File: config.mk
export PLATFORM = sky130hd
export DESIGN_NAME = uart_rx_flat
export DESIGN_NICKNAME = d
export VERILOG_FILES = /design/src/rtl/uart_rx_if.sv /design/src/rtl/uart_rx.sv /design/src/flat_wrapper.sv
export SDC_FILE = /design/constraint.sdc
export NUM_CORES = 1
export LEC_CHECK = 0
export BUFFER_PORTS_ARGS = -buffer_cell sky130_fd_sc_hd__buf_4
export CORE_MARGIN = 4
export CORE_UTILIZATION = 58
export CTS_CLUSTER_DIAMETER = 100
export DETAILED_ROUTE_END_ITERATION = 7
export PLACE_DENSITY_LB_ADDON = 0.2
export SLEW_MARGIN = 20
export SYNTH_ARGS = -nofsm -noshare
export SYNTH_HDL_FRONTEND = slang
export SYNTH_SLANG_ARGS = --single-unit
export TNS_END_PERCENT = 5
File: constraint.sdc
create_clock -name i_clk -period 2.7 [get_ports i_clk]
set_clock_uncertainty 0.2 [all_clocks]
set_input_delay 0.675 -clock i_clk [delete_from_list [all_inputs] [get_ports i_clk]]
set_output_delay 0.675 -clock i_clk [all_outputs]
set_load 0.03 [all_outputs]
File: src/rtl/uart_rx_if.sv
// Byte-side bundle of the UART receiver: received byte, valid strobe,
// busy indication and framing-error strobe.
interface uart_rx_if;
    logic       o_rx_dv;
    logic [7:0] o_rx_byte;
    logic       o_rx_act;
    logic       o_rx_frame_err;

    modport master (
        output o_rx_dv,
        output o_rx_byte,
        output o_rx_act,
        output o_rx_frame_err
    );

    modport slave (
        input o_rx_dv,
        input o_rx_byte,
        input o_rx_act,
        input o_rx_frame_err
    );
endinterface

File: src/rtl/uart_rx.sv
// UART receiver, 8N1, oversampled at CLKS_PER_BIT clocks per bit with
// mid-bit sampling; reports good bytes and stop-bit framing errors.
module uart_rx #(
    parameter int unsigned CLKS_PER_BIT = 87
) (
    input  logic     i_clk,
    input  logic     i_rst,
    input  logic     i_rx_serial,
    uart_rx_if.master rx
);

    localparam int unsigned HALF_BIT = (CLKS_PER_BIT - 1) / 2;
    localparam logic [7:0]  HALF_CNT = 8'(HALF_BIT);
    localparam logic [7:0]  BIT_END  = 8'(CLKS_PER_BIT - 1);

    typedef enum logic [2:0] {
        ST_IDLE      = 3'd0,
        ST_START     = 3'd1,
        ST_DATA      = 3'd2,
        ST_STOP      = 3'd3,
        ST_CLEANUP   = 3'd4,
        ST_WAIT_IDLE = 3'd5
    } state_t;

    state_t     state_r;
    state_t     state_nxt_s;
    logic [7:0] clk_cnt_r;
    logic [7:0] clk_cnt_nxt_s;
    logic [2:0] bit_idx_r;
    logic [2:0] bit_idx_nxt_s;
    logic [7:0] shift_r;
    logic [7:0] shift_nxt_s;
    logic       rx_meta_r;
    logic       rx_s;

    logic       dv_r;
    logic [7:0] byte_r;
    logic       act_r;
    logic       frame_err_r;

    // Two-flop synchronizer for the asynchronous serial line (idle high).
    always_ff @(posedge i_clk or posedge i_rst) begin
        if (i_rst) begin
            rx_meta_r <= 1'b1;
            rx_s      <= 1'b1;
        end else begin
            rx_meta_r <= i_rx_serial;
            rx_s      <= rx_meta_r;
        end
    end

    // FSM state, bit counter, bit index and shift register.
    always_ff @(posedge i_clk or posedge i_rst) begin
        if (i_rst) begin
            state_r   <= ST_IDLE;
            clk_cnt_r <= 8'd0;
            bit_idx_r <= 3'd0;
            shift_r   <= 8'd0;
        end else begin
            state_r   <= state_nxt_s;
            clk_cnt_r <= clk_cnt_nxt_s;
            bit_idx_r <= bit_idx_nxt_s;
            shift_r   <= shift_nxt_s;
        end
    end

    // Next-state logic: mid-bit start re-check, then full-bit spacing.
    always_comb begin
        state_nxt_s   = state_r;
        clk_cnt_nxt_s = clk_cnt_r;
        bit_idx_nxt_s = bit_idx_r;
        shift_nxt_s   = shift_r;
        case (state_r)
            ST_IDLE: begin
                clk_cnt_nxt_s = 8'd0;
                bit_idx_nxt_s = 3'd0;
                if (!rx_s) begin
                    state_nxt_s = ST_START;
                end else begin
                    state_nxt_s = ST_IDLE;
                end
            end
            ST_START: begin
                if (clk_cnt_r == HALF_CNT) begin
                    clk_cnt_nxt_s = 8'd0;
                    // A line back high at mid-start was a glitch, not a frame.
                    if (!rx_s) begin
                        state_nxt_s = ST_DATA;
                    end else begin
                        state_nxt_s = ST_IDLE;
                    end
                end else begin
                    clk_cnt_nxt_s = clk_cnt_r + 8'd1;
                end
            end
            ST_DATA: begin
                if (clk_cnt_r == BIT_END) begin
                    clk_cnt_nxt_s          = 8'd0;
                    shift_nxt_s[bit_idx_r] = rx_s;
                    if (bit_idx_r != 3'd7) begin
                        bit_idx_nxt_s = bit_idx_r + 3'd1;
                    end else begin
                        bit_idx_nxt_s = 3'd0;
                        state_nxt_s   = ST_STOP;
                    end
                end else begin
                    clk_cnt_nxt_s = clk_cnt_r + 8'd1;
                end
            end
            ST_STOP: begin
                if (clk_cnt_r == BIT_END) begin
                    clk_cnt_nxt_s = 8'd0;
                    if (rx_s) begin
                        state_nxt_s = ST_CLEANUP;
                    end else begin
                        state_nxt_s = ST_WAIT_IDLE;
                    end
                end else begin
                    clk_cnt_nxt_s = clk_cnt_r + 8'd1;
                end
            end
            ST_CLEANUP: begin
                clk_cnt_nxt_s = 8'd0;
                state_nxt_s   = ST_IDLE;
            end
            ST_WAIT_IDLE: begin
                // clk_cnt_r == 0 only on the first cycle here; it marks the error pulse.
                if (rx_s) begin
                    clk_cnt_nxt_s = 8'd0;
                    state_nxt_s   = ST_IDLE;
                end else begin
                    clk_cnt_nxt_s = 8'd1;
                end
            end
            default: begin
                state_nxt_s   = ST_IDLE;
                clk_cnt_nxt_s = 8'd0;
                bit_idx_nxt_s = 3'd0;
            end
        endcase
    end

    // Output registers, decoded from the current state.
    always_ff @(posedge i_clk or posedge i_rst) begin
        if (i_rst) begin
            dv_r        <= 1'b0;
            byte_r      <= 8'd0;
            act_r       <= 1'b0;
            frame_err_r <= 1'b0;
        end else begin
            dv_r        <= (state_r == ST_CLEANUP);
            act_r       <= (state_r == ST_START) || (state_r == ST_DATA) ||
                           (state_r == ST_STOP);
            frame_err_r <= (state_r == ST_WAIT_IDLE) && (clk_cnt_r == 8'd0);
            if (state_r == ST_CLEANUP) begin
                byte_r <= shift_r;
            end else begin
                byte_r <= byte_r;
            end
        end
    end

    assign rx.o_rx_dv        = dv_r;
    assign rx.o_rx_byte      = byte_r;
    assign rx.o_rx_act       = act_r;
    assign rx.o_rx_frame_err = frame_err_r;

endmodule

File: src/flat_wrapper.sv
// flat-port wrapper written by rule: the top's interface ports become plain ports
module uart_rx_flat 
#(
    parameter int unsigned CLKS_PER_BIT = 87
)
  (i_clk, i_rst, i_rx_serial, rx_o_rx_dv, rx_o_rx_byte, rx_o_rx_act, rx_o_rx_frame_err);
  uart_rx_if rx_i ();
  input  logic i_clk;
  input  logic i_rst;
  input  logic i_rx_serial;
  output wire logic [$bits(rx_i.o_rx_dv)-1:0] rx_o_rx_dv;
  output wire logic [$bits(rx_i.o_rx_byte)-1:0] rx_o_rx_byte;
  output wire logic [$bits(rx_i.o_rx_act)-1:0] rx_o_rx_act;
  output wire logic [$bits(rx_i.o_rx_frame_err)-1:0] rx_o_rx_frame_err;
  assign rx_o_rx_dv = rx_i.o_rx_dv;
  assign rx_o_rx_byte = rx_i.o_rx_byte;
  assign rx_o_rx_act = rx_i.o_rx_act;
  assign rx_o_rx_frame_err = rx_i.o_rx_frame_err;
  uart_rx #(.CLKS_PER_BIT(CLKS_PER_BIT)) u_core (.i_clk(i_clk), .i_rst(i_rst), .i_rx_serial(i_rx_serial), .rx(rx_i));
endmodule
==> flow_metrics.tcl <==
set metrics [dict create \
    status "complete, no violations" \
    finalPower_mw 0.889 \
    die-height_um 61.5 \
    routabilityCongestion 0.831 \
    finalCritPeriodShare_pct 78.4 \
    rows 19 \
    cts_hold_buffers 0 \
    finalHoldViolations 0 \
    wl_mm 2.86 \
    ys.flop_type "dfrtp_1" \
    final_cells 198 \
    yosys_warnings 0 \
    num_vias 1097 \
    max_freq_mhz 472 \
    synth.largest_area_cell "dfrtp_1" \
    grt_usage_pct 18.3 \
    hold_path_end "u_core.rx_s$_DFF_PP1_" \
    use_met1_pct 24.7 \
    cp.required_ps 2740 \
    finalCriticalPeriod_ps 2120 \
    grt_max_degree 36 \
    hpwl_mm 2.04 \
    tns_ps 0 \
    timing.final.ws_setup_ps 583 \
    fin_util_pct 66.4 \
    crit_path_start_kind "flop" \
    p_per_area_nw_per_um2 486 \
    maxSlewHeadroom_pct 51.1 \
    cts_buffers 5 \
    routedWlPerCell_um 14.4 \
    start_util_pct 60.3 \
    worstRegToRegCells 4 \
    setup_viol 0 \
    final_nets 174 \
    overflow 0 \
    hold_path_startpoint "u_core.rx_meta_r$_DFF_PP1_" \
    drc 0 \
    avgSynthCellArea_sq_um 11.1 \
    critical_path_arrival_ps 2150 \
    synth_edf_count 0 \
    grt_pass1_vias 1069 \
    core_sq_um 2760 \
    synth.most_common_cell "dfrtp_1" \
    synth_area_leaders "dfrtp_1 50%, mux2_2 11%, ha_1 3.8%" \
    antenna_cells 0 \
    yosysTopAreaCellShare_pct 49.7 \
    whs_ps 165 \
    yosys_register_bits 35 \
    grtUsageMet3_pct 5.03 \
    synthDistinctLibCells 32 \
    worstHoldPathCells 0 \
    synthCells 150 \
    die-area_sq_um 3790 \
    grtUsageMet2_pct 26.8 \
    place_ws_ps 617 \
    hold_class "reg -> reg" \
    worstReg2RegEnd "u_core.shift_r[3]$_DFFE_PP0P_" \
    max-vdd-ir-drop_mv 0.497 \
    area_growth_pct 10.2 \
    r2r_slack_ps 580 \
    critical_path_class "reg -> reg" \
    drt_iter0_drc 49 \
    via_per_inst 5.54 \
    pin_count 14 \
    antenna_found_initial 0 \
    synthTopCellsByCount "33 x dfrtp_1, 16 x mux2_2, 16 x nor2_1, 9 x o21ai_0" \
    htree_levels 2 \
    syn_nets 158 \
    cts_setup_buffers 0 \
    rsz0062_at_grt "false" \
    ant_nets 0 \
    fillers 202 \
    clock-sinks 35 \
    cts_tree "built" \
    yosysSeqAreaShare_pct 52.9 \
    dr.pass1.iters 4 \
    grt_pass1_wl_mm 4.91 \
    cts-resized-gates 0 \
    maxCapViolCount 0 \
    p_leak_nw 0.880 \
    ctsLongestPathBuffers 2 \
    syn-cell-area_sq_um 1660 \
    placed_area_sq_um 1780 \
    regToRegStartpoint "u_core.clk_cnt_r[3]$_DFF_PP0_" \
    grt-busiest-layer "met2" \
    postLayoutCellArea_sq_um 1830 \
    synth_async_sr_flop_share_pct 100 \
    port_buffers 13 \
    drv_slew 0 \
    cp_max_fo 6 \
    die_w_um 61.5 \
    clk_pin_slew_worst_paths_ps 110 \
    worstSkewPairLatency_ps 350 \
    drive_above_1_share_pct 26.9 \
    setup.worst_path.end_class "flop" \
    placedCellCount 190 \
    root_buffer "clkbuf_4" \
    worst_pin_slew_ps 730 \
]
## flip-flops by register name, summed over array words and instances, names as in the netlist
name,flops
u_core.rx.o_rx_byte,8
u_core.rx.o_rx_act,1
u_core.rx_s,1
u_core.clk_cnt_r,8
u_core.state_r,3
u_core.rx.o_rx_dv,1
u_core.rx.o_rx_frame_err,1
u_core.bit_idx_r,3
u_core.shift_r,8
u_core.rx_meta_r,1
## worst max path at each step
stage                                          to                          start  slack, ps
floorplan           u_core.state_r[1]$_DFFE_PP0P_  u_core.clk_cnt_r[2]$_DFF_PP0_        750
CTS                 u_core.clk_cnt_r[0]$_DFF_PP0_  u_core.clk_cnt_r[3]$_DFF_PP0_        600
finish              u_core.shift_r[3]$_DFFE_PP0P_  u_core.clk_cnt_r[3]$_DFF_PP0_        580
global route        u_core.shift_r[7]$_DFFE_PP0P_  u_core.clk_cnt_r[0]$_DFF_PP0_        430
global placement    u_core.shift_r[7]$_DFFE_PP0P_  u_core.clk_cnt_r[3]$_DFF_PP0_        640
detailed placement  u_core.clk_cnt_r[0]$_DFF_PP0_  u_core.clk_cnt_r[3]$_DFF_PP0_        620
## cell type report
cell class                      instances  area (sq um)  area share, %
Sequential cell                        35           878           48.0
Clock buffer                            5          37.5           2.05
Timing Repair Buffer                   14           105           5.74
Inverter                                6          22.5           1.23
Multi-Input combinational cell        104           733           40.1
Clock inverter                          3          15.0          0.820
Tap cell                               31          38.8           2.12
## cell usage in the layout, fill, tap and decap left out, drive strengths merged, types with 2 or more instances in the layout
master and count:
or3 4, clkinv 3, a21oi 3, clkbuf 5
nor2 16, o21ai 9, nand4 2, nand2b 3
nand2 8, nor4 3, a21o 2, mux2 16
buf 14, dfrtp 33, inv 6, xnor2 4
nor2b 7, ha 5, xor2 2, nand3 8
nor3 5, dfstp 2
## kinds of logic (layout without fill, tap and decap cells)
family	Yosys count	after routing	share of synthesized area, %
simple gates	59	59	19.4
flops	35	35	52.9
compound gates	17	17	6.40
mux	17	17	11.4
buf+inv	11	28	3.01
xor+xnor	6	6	3.16
fa+ha+maj	5	5	3.77
## routing by layer
metal | up-vias | routed length, um | share of wire, %
li1 | 553 | - | -
met1 | 523 | 1390 | 48
met2 | 15 | 1320 | 46
met3 | 6 | 93 | 3.3
met4 | 0 | 62 | 2.2
met5 | - | 0 | 0
## power breakdown
part,switching (mW),internal (mW)
combinational,0.0367,0.0238
clock,0.176,0.0967
sequential,0.0197,0.536
## critical path, stage by stage (launching register included)
cell,delay [ps]
dfrtp_1,430
or3_1,510
nor3_2,400
nand3_1,170
mux2_2,300
(Power assumes the default switching activity.)
